File: src/rtl/cpu_bus_router.sv
// cpu_bus_router: address-decoded router from a single-outstanding CPU bus to
// NUM_REGIONS memory ports. It merges partial-strobe writes with a
// read-modify-write, times out slow ports, and flags unmapped addresses.
module cpu_bus_router #(
  parameter int unsigned NUM_REGIONS    = 2,
  parameter int unsigned ADDR_WIDTH     = 32,
  parameter int unsigned DATA_WIDTH     = 32,
  parameter logic [NUM_REGIONS*ADDR_WIDTH-1:0] REGION_BASE  = {32'h0000_0A94, 32'h0000_0000},
  parameter logic [NUM_REGIONS*ADDR_WIDTH-1:0] REGION_LIMIT = {32'h7FFF_FFFF, 32'h0000_0A90},
  parameter int unsigned TIMEOUT_CYCLES = 1023,
  localparam int unsigned STRB_WIDTH    = DATA_WIDTH / 8
) (
  input  logic                              clk,
  input  logic                              rst,
  input  logic [ADDR_WIDTH-1:0]             rw_address,
  input  logic                              read_request,
  input  logic                              write_request,
  input  logic [DATA_WIDTH-1:0]             write_data,
  input  logic [STRB_WIDTH-1:0]             write_strobe,
  output logic [DATA_WIDTH-1:0]             read_data,
  output logic                              read_response,
  output logic                              write_response,
  output logic                              bus_error,
  output logic                              protocol_error,
  output logic [ADDR_WIDTH-1:0]             mem_address,
  output logic [DATA_WIDTH-1:0]             mem_write_data,
  output logic [NUM_REGIONS-1:0]            mem_read,
  output logic [NUM_REGIONS-1:0]            mem_write,
  input  logic [NUM_REGIONS*DATA_WIDTH-1:0] mem_read_data,
  input  logic [NUM_REGIONS-1:0]            mem_ready
);

  localparam int unsigned REGION_W = (NUM_REGIONS > 1) ? $clog2(NUM_REGIONS) : 1;
  localparam int unsigned CNT_W    = (TIMEOUT_CYCLES > 0) ? $clog2(TIMEOUT_CYCLES + 1) : 1;

  typedef enum logic [2:0] {IDLE, RD, WR, RMW_RD, RMW_WR, RESP} state_t;

  state_t                  state, state_nxt;
  logic [REGION_W-1:0]     region, region_nxt;
  logic                    is_write, is_write_nxt;
  logic [DATA_WIDTH-1:0]   wdata_q, wdata_nxt;
  logic [STRB_WIDTH-1:0]   strb_q, strb_nxt;
  logic [CNT_W-1:0]        cnt, cnt_nxt, cnt_inc;
  logic                    timeout_hit;

  logic [DATA_WIDTH-1:0]   read_data_nxt, mem_write_data_nxt, merged;
  logic [ADDR_WIDTH-1:0]   mem_address_nxt;
  logic [NUM_REGIONS-1:0]  mem_read_nxt, mem_write_nxt, region_onehot;
  logic                    read_response_nxt, write_response_nxt, bus_error_nxt, protocol_error_nxt;

  logic                    hit;
  logic [REGION_W-1:0]     hit_idx;
  logic                    sel_ready;
  logic [DATA_WIDTH-1:0]   sel_data;

  // Address decode: scan downward so the lowest matching index wins.
  always_comb begin
    hit     = 1'b0;
    hit_idx = '0;
    for (int i = NUM_REGIONS - 1; i >= 0; i--) begin
      if ((rw_address >= REGION_BASE[i*ADDR_WIDTH +: ADDR_WIDTH]) &&
          (rw_address <= REGION_LIMIT[i*ADDR_WIDTH +: ADDR_WIDTH])) begin
        hit     = 1'b1;
        hit_idx = REGION_W'(i);
      end
    end
  end

  // Select ready and read data of the latched region; other ports are ignored.
  always_comb begin
    sel_ready = 1'b0;
    sel_data  = '0;
    for (int i = 0; i < NUM_REGIONS; i++) begin
      if (region == REGION_W'(i)) begin
        sel_ready = mem_ready[i];
        sel_data  = mem_read_data[i*DATA_WIDTH +: DATA_WIDTH];
      end
    end
  end

  // Byte-lane merge of latched write data over the word read back.
  always_comb begin
    merged = '0;
    for (int k = 0; k < STRB_WIDTH; k++) begin
      merged[k*8 +: 8] = strb_q[k] ? wdata_q[k*8 +: 8] : sel_data[k*8 +: 8];
    end
  end

  // Saturating wait counter; the timeout fires on the cycle it reaches the limit.
  always_comb begin
    cnt_inc     = (cnt == CNT_W'(TIMEOUT_CYCLES)) ? cnt : cnt + CNT_W'(1);
    timeout_hit = (TIMEOUT_CYCLES != 0) && (cnt_inc == CNT_W'(TIMEOUT_CYCLES));
  end

  // Next-state and next-output logic.
  always_comb begin
    state_nxt          = state;
    region_nxt         = region;
    is_write_nxt       = is_write;
    wdata_nxt          = wdata_q;
    strb_nxt           = strb_q;
    read_data_nxt      = read_data;
    mem_address_nxt    = mem_address;
    mem_write_data_nxt = mem_write_data;
    protocol_error_nxt = protocol_error;
    bus_error_nxt      = 1'b0;
    read_response_nxt  = 1'b0;
    write_response_nxt = 1'b0;
    mem_read_nxt       = '0;
    mem_write_nxt      = '0;
    region_onehot      = '0;

    case (state)
      IDLE: begin
        if (read_request || write_request) begin
          mem_address_nxt = rw_address;
          is_write_nxt    = write_request;
          wdata_nxt       = write_data;
          strb_nxt        = write_strobe;
          region_nxt      = hit_idx;
          if (read_request && write_request) protocol_error_nxt = 1'b1;
          if (!hit) begin
            state_nxt     = RESP;
            bus_error_nxt = 1'b1;
            if (!write_request) read_data_nxt = '0;
          end else if (!write_request) begin
            state_nxt = RD;
          end else if (&write_strobe) begin
            state_nxt          = WR;
            mem_write_data_nxt = write_data;
          end else if (write_strobe == '0) begin
            state_nxt = RESP;
          end else begin
            state_nxt = RMW_RD;
          end
        end
      end
      RD: begin
        if (sel_ready) begin
          read_data_nxt = sel_data;
          state_nxt     = RESP;
        end else if (timeout_hit) begin
          read_data_nxt = '0;
          bus_error_nxt = 1'b1;
          state_nxt     = RESP;
        end
      end
      RMW_RD: begin
        if (sel_ready) begin
          mem_write_data_nxt = merged;
          state_nxt          = RMW_WR;
        end else if (timeout_hit) begin
          bus_error_nxt = 1'b1;
          state_nxt     = RESP;
        end
      end
      WR, RMW_WR: begin
        if (sel_ready) begin
          state_nxt = RESP;
        end else if (timeout_hit) begin
          bus_error_nxt = 1'b1;
          state_nxt     = RESP;
        end
      end
      RESP:    state_nxt = IDLE;
      default: state_nxt = IDLE;
    endcase

    if (state_nxt == RESP) begin
      read_response_nxt  = !is_write_nxt;
      write_response_nxt = is_write_nxt;
    end

    for (int i = 0; i < NUM_REGIONS; i++) region_onehot[i] = (region_nxt == REGION_W'(i));
    if (state_nxt == RD || state_nxt == RMW_RD) mem_read_nxt  = region_onehot;
    if (state_nxt == WR || state_nxt == RMW_WR) mem_write_nxt = region_onehot;

    cnt_nxt = (state_nxt != state) ? '0 : cnt_inc;
  end

  // State, latches and registered outputs; reset aborts any transaction.
  always_ff @(posedge clk or posedge rst) begin
    if (rst) begin
      state          <= IDLE;
      region         <= '0;
      is_write       <= 1'b0;
      wdata_q        <= '0;
      strb_q         <= '0;
      cnt            <= '0;
      read_data      <= '0;
      read_response  <= 1'b0;
      write_response <= 1'b0;
      bus_error      <= 1'b0;
      protocol_error <= 1'b0;
      mem_address    <= '0;
      mem_write_data <= '0;
      mem_read       <= '0;
      mem_write      <= '0;
    end else begin
      state          <= state_nxt;
      region         <= region_nxt;
      is_write       <= is_write_nxt;
      wdata_q        <= wdata_nxt;
      strb_q         <= strb_nxt;
      cnt            <= cnt_nxt;
      read_data      <= read_data_nxt;
      read_response  <= read_response_nxt;
      write_response <= write_response_nxt;
      bus_error      <= bus_error_nxt;
      protocol_error <= protocol_error_nxt;
      mem_address    <= mem_address_nxt;
      mem_write_data <= mem_write_data_nxt;
      mem_read       <= mem_read_nxt;
      mem_write      <= mem_write_nxt;
    end
  end

endmodule

File: config.mk
export PLATFORM = sky130hd
export DESIGN_NAME = cpu_bus_router
export DESIGN_NICKNAME = d
export VERILOG_FILES = /design/src/rtl/cpu_bus_router.sv
export SDC_FILE = /design/constraint.sdc
export NUM_CORES = 1
export LEC_CHECK = 0
export CORE_ASPECT_RATIO = 1.4
export CORE_MARGIN = 4
export CORE_UTILIZATION = 50
export DETAILED_ROUTE_END_ITERATION = 8
export PLACE_DENSITY = 0.88
export SETUP_SLACK_MARGIN = 0.3
export SYNTH_ARGS = -nofsm -noshare
export SYNTH_HDL_FRONTEND = slang
export SYNTH_SLANG_ARGS = --single-unit
File: constraint.sdc
create_clock -name clk -period 14.43 [get_ports clk]
set_clock_uncertainty 0.15 [all_clocks]
set_input_delay 2.886 -clock clk [delete_from_list [all_inputs] [get_ports clk]]
set_output_delay 2.886 -clock clk [all_outputs]
set_load 0.03 [all_outputs]
# --- Word level (Yosys, flattened, before mapping) ---
# Cells that the tools add are included.
word_totals:
  ff_bits: 155
  in_bits: 138
  out_inout_bits: 104
  elab_cells: 104
classes:
  n_addsub: 1
  order_cmp: 4
  eq_ne: 20
  mux: 45
  n_bitwise: 1
  reduce_logical: 18
op_table:
  columns: ["cell", "n"]
  rows:
  - ["32-bit two-way mux", 11]
  - ["32-bit one-hot mux with 2 select lines", 2]
  - ["32-bit by 1-bit greater-or-equal comparator with 1-bit output (second input constant)", 1]
  - ["32-bit by 12-bit greater-or-equal comparator with 1-bit output (second input constant)", 1]
  - ["32-bit by 12-bit <= comparator with 1-bit output (second input constant)", 1]
  - ["32-bit by 31-bit <= comparator with 1-bit output (second input constant)", 1]
  - ["8-bit two-way mux", 4]
  - ["3-bit two-way mux", 8]
  - ["10-bit == test (second input constant)", 2]
  - ["10-bit two-way mux", 2]
  - ["1-bit two-way mux", 14]
  - ["2-bit != test (second input constant)", 7]
  - ["3-bit by 2-bit == test with 1-bit output (second input constant)", 4]
  - ["10-bit by 1-bit adder with 10-bit output (second input constant)", 1]
  - ["3-bit == test (second input constant)", 3]
  - ["3-bit one-hot mux with 3 select lines", 1]
  - ["3-bit by 1-bit == test with 1-bit output (second input constant)", 2]
  - ["6-bit AND reduction", 1]
  - ["5-bit AND reduction", 1]
  - ["4-bit zero test", 1]
  - ["2-bit two-way mux", 2]
  - ["4-bit AND reduction", 1]
  - ["2-bit nonzero test", 2]
  - ["4-bit OR reduction", 1]
  - ["11 further kinds", 15]

# --- Logic depth before layout (Yosys ltp) ---
# Gate-level depths: netlist (run 1).
logic_depth:
  ltp_word: 10
  depth_mapped: 10
  ltp_nobuf: 8

# --- Least setup slack after synthesis (run 1) ---
# Ideal clock, no wire load.
synth_timing:
  path_type: "input port to flip-flop"
  from: "input rw_address[6]"
  to: "register cnt[5]"
  setup_ns: 0.096
  arrival_time_ns: 4.769
  t_required_ns: 14.184
  setup_slack_ns: 9.416
  path_stages: 7
  path_buffers: 0
  path_cell_list: "or4b_1 > o211ai_2 > nor4_1 > a221o_1 > a2111oi_4 > o21ai_2 > a311oi_2"
synth_via:
  elab_chain_len: 9
  word_cells_on_any_way: 13
  classes_between: "order compare (4); eq/ne (1); mux (6); reduce/logical (2)"
synth_lines:
  columns: ["element", "line_no", "rtl"]
  rows:
  - ["start, declared", "15", "input logic [ADDR_WIDTH-1:0] rw_address,"]
  - ["32-bit by 12-bit greater-or-equal comparator with 1-bit output or 32-bit by 31-bit <= comparator with 1-bit output (tied branches)", "61, 62", null]
  - ["1-bit logical AND", "61", "if ((rw_address >= REGION_BASE[i*ADDR_WIDTH +: ADDR_WIDTH]) &&"]
  - ["1-bit two-way mux", "61", null]
  - ["1-bit two-way mux *", "61", null]
  - ["3-bit two-way mux *", "122", "if (!hit) begin"]
  - ["3-bit two-way mux *", "115", "if (read_request || write_request) begin"]
  - ["3-bit one-hot mux with 3 select lines *", "113", "case (state)"]
  - ["3-bit != test *", "178", "cnt_nxt = (state_nxt != state) ? '0 : cnt_inc;"]
  - ["10-bit two-way mux *", "178", null]
  - ["via cnt_nxt[5]", "43", "logic [CNT_W-1:0] cnt, cnt_nxt, cnt_inc;"]
  - ["end signal, assigned", "205", "cnt <= cnt_nxt;"]
  - ["end, declared", "43", null]
# The timed path passes the listed nets; every way through them passes the cells marked *.
# A chain may end at the register's enable or synchronous reset.

# --- Final worst setup path (run 1) ---
layout_timing:
  from: "input rw_address[14]"
  to: "register mem_write_data[23]"
layout_via:
  elab_chain_len: 6
  word_cells_on_any_way: 10
  classes_between: "order compare (4); eq/ne (1); mux (2); reduce/logical (3)"
layout_lines:
  columns: ["element", "line_no", "rtl"]
  rows:
  - ["32-bit by 12-bit greater-or-equal comparator with 1-bit output or 32-bit by 31-bit <= comparator with 1-bit output (tied branches)", "61, 62", null]
  - ["1-bit logical AND", "61", null]
  - ["1-bit two-way mux", "61", null]
  - ["1-bit two-way mux *", "61", null]
  - ["2-bit != test (no source line) *", null, null]
  - ["6-bit AND reduction (no source line) *", null, null]
  - ["end signal, assigned", "212", "mem_write_data <= mem_write_data_nxt;"]
  - ["end, declared", "26", "output logic [DATA_WIDTH-1:0] mem_write_data,"]
# Mark *: on every way between the ends. The rest lies on a longest branch, timed or not.

==> flow_summary.toml, run 1 <==
[run_status]
outcome = "finished, final reports clean"

[logic_synthesis]
syn_nets = 807
yosys-top-cells-count = "155 x dfrtp_1, 81 x nor2_1, 70 x a21oi_1, 70 x mux2_2, 41 x nand2_1"
syn_inst = 668
synth.avg_cell_area_um2 = 10.8
ys_types = 58
ys.warnings.count = 0
ys_ff_latch = 155
yosys.area.top_type = "dfrtp_1"
ys_async_sr_fraction_pct = 100
ys_top_cells_by_area = "dfrtp_1 54%, mux2_2 11%, a21oi_1 4.8%, mux2i_1 4.8%, nor2_1 4.2%"
synth_top_area_share_pct = 53.7
synth_area_um2 = 7220
yosysSeqAreaShare_pct = 53.7
yosysMostFrequentCell = "dfrtp_1"
yosys_most_used_dff = "dfrtp_1"
synth_edf_count = 0

[run]
drv_cap = 0

[clock_network]
cts-resized-gates = 0
clockBufferDepth = 2
clock_sinks = 155
cts_setup_buffers = 0
cts-root-buf = "clkbuf_16"
clkLatencyLatePin_ns = 0.42
cts_max_level = 4
ctsHoldBuffers = 0
cts_tree = "done"
cts-buffers-inserted = 17
path_clk_slew_ns = 0.07

[timing]
fmax_mhz = 171
period_minus_slack_ns = 5.84
holdWs_ns = 0.331
slew_viol_final = 0
finalHoldViolations = 0
slew-limit-headroom_pct = 18.2
rsz0062_at_grt = "no"
setup_violations = 0
period_share_pct = 40.5
max_slew.worst_pin.slew_ns = 1.23
fin_setup_tns_ns = 0

[critical_path]
r2r-start = "state[2]"
cp-end-kind = "flip-flop"
worst_ep_arrival_time_ns = 5.94
slowest_delay_ns = 0.79
ff2ff_path_depth = 6
cp-start-kind = "input port"
cpMostUsedCell = "o21ai_0"
reg2reg_slack_ns = 11.02
cp.required_ns = 14.53
reg2reg_to = "cnt[9]"
criticalPathCategory = "in -> reg"
slowest_stage = "nand2b_2"
crit_chain = "clkdlybuf4s50_1 > nor4_1 > nand3_1 > o41ai_2 > o21ai_0 > nand2b_2 > o21ai_0"
cp_max_fo = 64

[routing]
postRouteAntennaNets = 0
drc = 0
drtPass1Iterations = 5
drt_wl_total_mm = 21.2
vias = 6147
routed_via_density = 5.69
first_iter_violations = 276
wl_per_cell_um = 19.6

[min_path]
min_path_type = "reg -> reg"
min_to = "mem_write_data[14]"
hold_start = "mem_write_data[14]"
whs_path_depth = 2

[placed_design]
dp_cells = 1048
gp_congestion = 0.872
dp_hpwl_mm = 15.1
portBuffers = 241

[power_and_ir_drop]
irDropWorstVdd_v = 0.000172
total_power_w = 0.00223
powerDensity_nw_per_um2 = 217
p_leak_nw = 4.22

[global_routing]
antenna_found_initial = 0
grt_pass1_wl_mm = 32.8
grt_max_degree = 84
grt_use_total_pct = 25.9
grt_overflow_total = 0
grt_pass1_vias = 6289

[cells_and_area]
fillerInstances = 977
fin_cells = 1080
drive_gt1_share_pct = 13.5
diodes = 0
fin_nets = 1021
area_growth_pct = 42.3

[floorplan]
pin_count = 242
die_x_um = 110
die_area_um2 = 16500
start_util_pct = 51.5
die_h_um = 150
rows = 51
core_area_um2 = 14000
[worst max-delay path by stage]
stage | start | to | slack (ns) | cells after the start
floorplan | rst | bus_error | 7.22 | 1
global placement | rw_address[31] | mem_write_data[2] | 8.25 | 7
detailed placement | rw_address[15] | read_data[18] | 8.21 | 7
CTS | rw_address[15] | mem_write_data[23] | 8.61 | 7
global route | rw_address[15] | mem_write_data[6] | 8.28 | 7
finish | rw_address[14] | mem_write_data[23] | 8.59 | 7
[routing by layer]
layer  vias to the layer above  wire length, µm  global-route usage [%]
met5                         -                0                       0
met4                         0              616                    10.2
met2                       262            11400                    46.4
li1                       2849                -                       -
met3                        43             1580                    6.31
met1                      2993             7610                    29.3
[layout by cell type, fill, tap and decap left out, types with 5 or more instances in the layout]
cell and count:
a21oi_1 70, clkbuf_16 17, clkdlybuf4s50_1 241, dfrtp_1 154, inv_1 5, inv_6 6, mux2_2 70, mux2i_1 35
nand2_1 41, nand3_1 14, nor2_1 81, nor3_1 11, nor4_1 7, o21ai_0 38, o2bb2ai_1 32
[stage by stage]
| stage | worst slack, ns | instance area (µm²) | utilization (%) |
|---|---|---|---|
| finish | 8.59 | 10300 | 73.2 |
| global route | 8.28 | 10300 | 73.2 |
| detailed placement | 8.21 | 9710 | 69.1 |
| CTS | 8.61 | 10300 | 73.2 |
| floorplan | 7.22 | 7220 | - |
| global placement | 8.25 | 9710 | 69.1 |
[worst max-delay path: cells and delay by family]
kind                   cells  cell delay (ns)
AOI/OAI and AO/OA          3             1.06
buffers and inverters      1             0.43
and+or+nand+nor            3             1.54
[state kept, by name, indices dropped and copies added (netlist names)]
register        cells
write_response      1
mem_write_data     32
region              1
read_response       1
read_data          32
strb_q              4
bus_error           1
protocol_error      1
wdata_q            32
cnt                10
mem_read            2
mem_write           2
mem_address        32
is_write            1
state               3
[power by group]
part	internal [W]	switching, W	total, W
Combinational	0.000478	0.000544	0.00102
Sequential	0.000615	0.000157	0.000772
Clock	0.000244	0.000195	0.000438
Total	0.00134	0.000896	0.00223
[cell type report]
cell class              instances  area [µm²]  share of cell area (%)
clock buffers                  17         425                    4.14
well taps                     185         231                    2.25
clock inverters                15         150                    1.46
flip-flops and latches        155        3880                    37.7
multi-input cells             458        3130                    30.5
inverters                       6        27.5                   0.268
repair buffers                244        2430                    23.7
[kinds of logic (layout without fill, tap and decap cells)]
kind of cell,after synthesis,in the layout,synth area share [%]
fa+ha+maj,1,1,0.173
buf+inv,55,282,3.08
flops,155,155,53.7
mux,105,105,15.8
xor+xnor,3,3,0.364
compound gates,171,171,15.8
simple gates,178,178,11.1
Power figures use the tool's default switching activity.
==> run 2: changes to the inputs <==
- CORE_UTILIZATION: 50 -> 46
- PLACE_DENSITY: 0.88 -> 0.82
- clock period: 14.43 -> 6.1 ns (I/O delays scaled with it)
==> flow_summary.toml, run 2 (synthesis results as in run 1) <==
[run]
drv_cap = 0

[critical_path]
cp_max_fo = 64
criticalPathCategory = "in -> reg"
reg2reg_slack_ns = 2.58
crit_chain = "clkdlybuf4s50_1 > nor4_1 > nand3_1 > o41ai_2 > o21ai_0 > nand2b_2 > o21ai_0"
cp-end-kind = "flip-flop"
r2r-start = "region"
slowest_stage = "nand2b_2"
cpMostUsedCell = "o21ai_0"
worst_ep_arrival_time_ns = 4.41
ff2ff_path_depth = 7
cp.required_ns = 6.19
reg2reg_to = "cnt[2]"
cp-start-kind = "input port"
slowest_delay_ns = 0.78

[timing]
max_slew.worst_pin.slew_ns = 1.10
fmax_mhz = 232
fin_setup_tns_ns = 0
holdWs_ns = 0.326
setup_violations = 0
period_minus_slack_ns = 4.31
slew_viol_final = 0
period_share_pct = 70.7
finalHoldViolations = 0
slew-limit-headroom_pct = 26.4
rsz0062_at_grt = "no"

[cells_and_area]
final_util_pct = 68.3
area_growth_pct = 43.6
fin_nets = 1024
drive_gt1_share_pct = 13.8
final_area_um2 = 10400
layout_common_cells = "241 x clkdlybuf4s50_1, 154 x dfrtp_1, 81 x nor2_1"
final_common_cell = "clkdlybuf4s50_1"

[clock_network]
cts_setup_buffers = 0
ctsHoldBuffers = 0
cts-root-buf = "clkbuf_16"
cts_tree = "done"
clock_sinks = 155
cts-resized-gates = 0
cts-buffers-inserted = 17
clkLatencyLatePin_ns = 0.42
path_clk_slew_ns = 0.06
cts_max_level = 4
clockBufferDepth = 2

[global_routing]
grt_pass1_vias = 6256
grt_overflow_total = 0
antenna_found_initial = 2
grt_max_degree = 81
grt_pass1_wl_mm = 32.2
grt_use_total_pct = 22.8

[routing]
postRouteAntennaNets = 0
first_iter_violations = 299
drtPass1Iterations = 5
drt_wl_total_mm = 20.5
drc = 0
wl_per_cell_um = 18.8
routed_via_density = 5.59
vias = 6106

[min_path]
min_path_type = "reg -> reg"
hold_start = "protocol_error"
min_to = "protocol_error"
whs_path_depth = 1

[floorplan]
core_area_um2 = 15200
die_area_um2 = 17800
die_x_um = 114
rows = 53
start_util_pct = 47.6
pin_count = 242
die_h_um = 156

[placed_design]
portBuffers = 241
dp_hpwl_mm = 14.7
gp_congestion = 0.794
dpl_cell_area_um2 = 9740

[power_and_ir_drop]
powerDensity_nw_per_um2 = 517
total_power_w = 0.00537
irDropWorstVdd_v = 0.000323
p_leak_nw = 4.26

[run_status]
outcome = "finished, final reports clean"
[run 2: metrics by stage]
step | worst slack [ns] | instances
after floorplan | 0.552 | 668
after global placement | 1.45 | 1058
after detailed placement | 1.33 | 1058
after CTS | 1.74 | 1090
after global routing | 1.56 | 1092
final | 1.79 | 1092
[run 2: worst max path at each step]
stage / depth (start not counted) / slack [ns] / to / from
after floorplan: 1 / 0.55 / bus_error / rst
after global placement: 7 / 1.45 / mem_write_data[14] / rw_address[15]
after detailed placement: 7 / 1.33 / mem_write_data[25] / rw_address[14]
after CTS: 7 / 1.74 / mem_write_data[21] / rw_address[14]
after global routing: 7 / 1.56 / mem_write_data[0] / rw_address[15]
final: 7 / 1.79 / mem_write_data[21] / rw_address[15]
[run 2: area by class of cell]
cell class,instances,area [µm²]
Clock inverter,13,178
Fill cell,1153,4810
Tap cell,192,240
Multi-Input combinational cell,458,3130
Clock buffer,19,453
Antenna cell,2,5.00
Timing Repair Buffer,247,2460
Sequential cell,155,3880
Inverter,6,27.5
[run 2: metal layers]
layer | global-route usage (%) | wire (µm) | up-vias
li1 | - | - | 2844
met1 | 26.2 | 7810 | 2979
met2 | 39.5 | 10400 | 245
met3 | 6.38 | 1630 | 38
met4 | 10.3 | 643 | 0
met5 | 0 | 0 | -
[run 2: where the power goes]
part / leakage (nW) / internal [W] / switching (W)
Combinational: 2.02 / 0.00113 / 0.00128
Clock: 0.304 / 0.000677 / 0.000446
Sequential: 1.93 / 0.00146 / 0.000371
Total: 4.26 / 0.00327 / 0.00210
[run 2: worst max-delay path, delay by kind of cell]
| kind | cells | cell delay, ns |
|---|---|---|
| AO/OA/AOI/OAI | 3 | 1.21 |
| AND/OR/NAND/NOR | 3 | 1.54 |
| buffers and inverters | 1 | 0.42 |
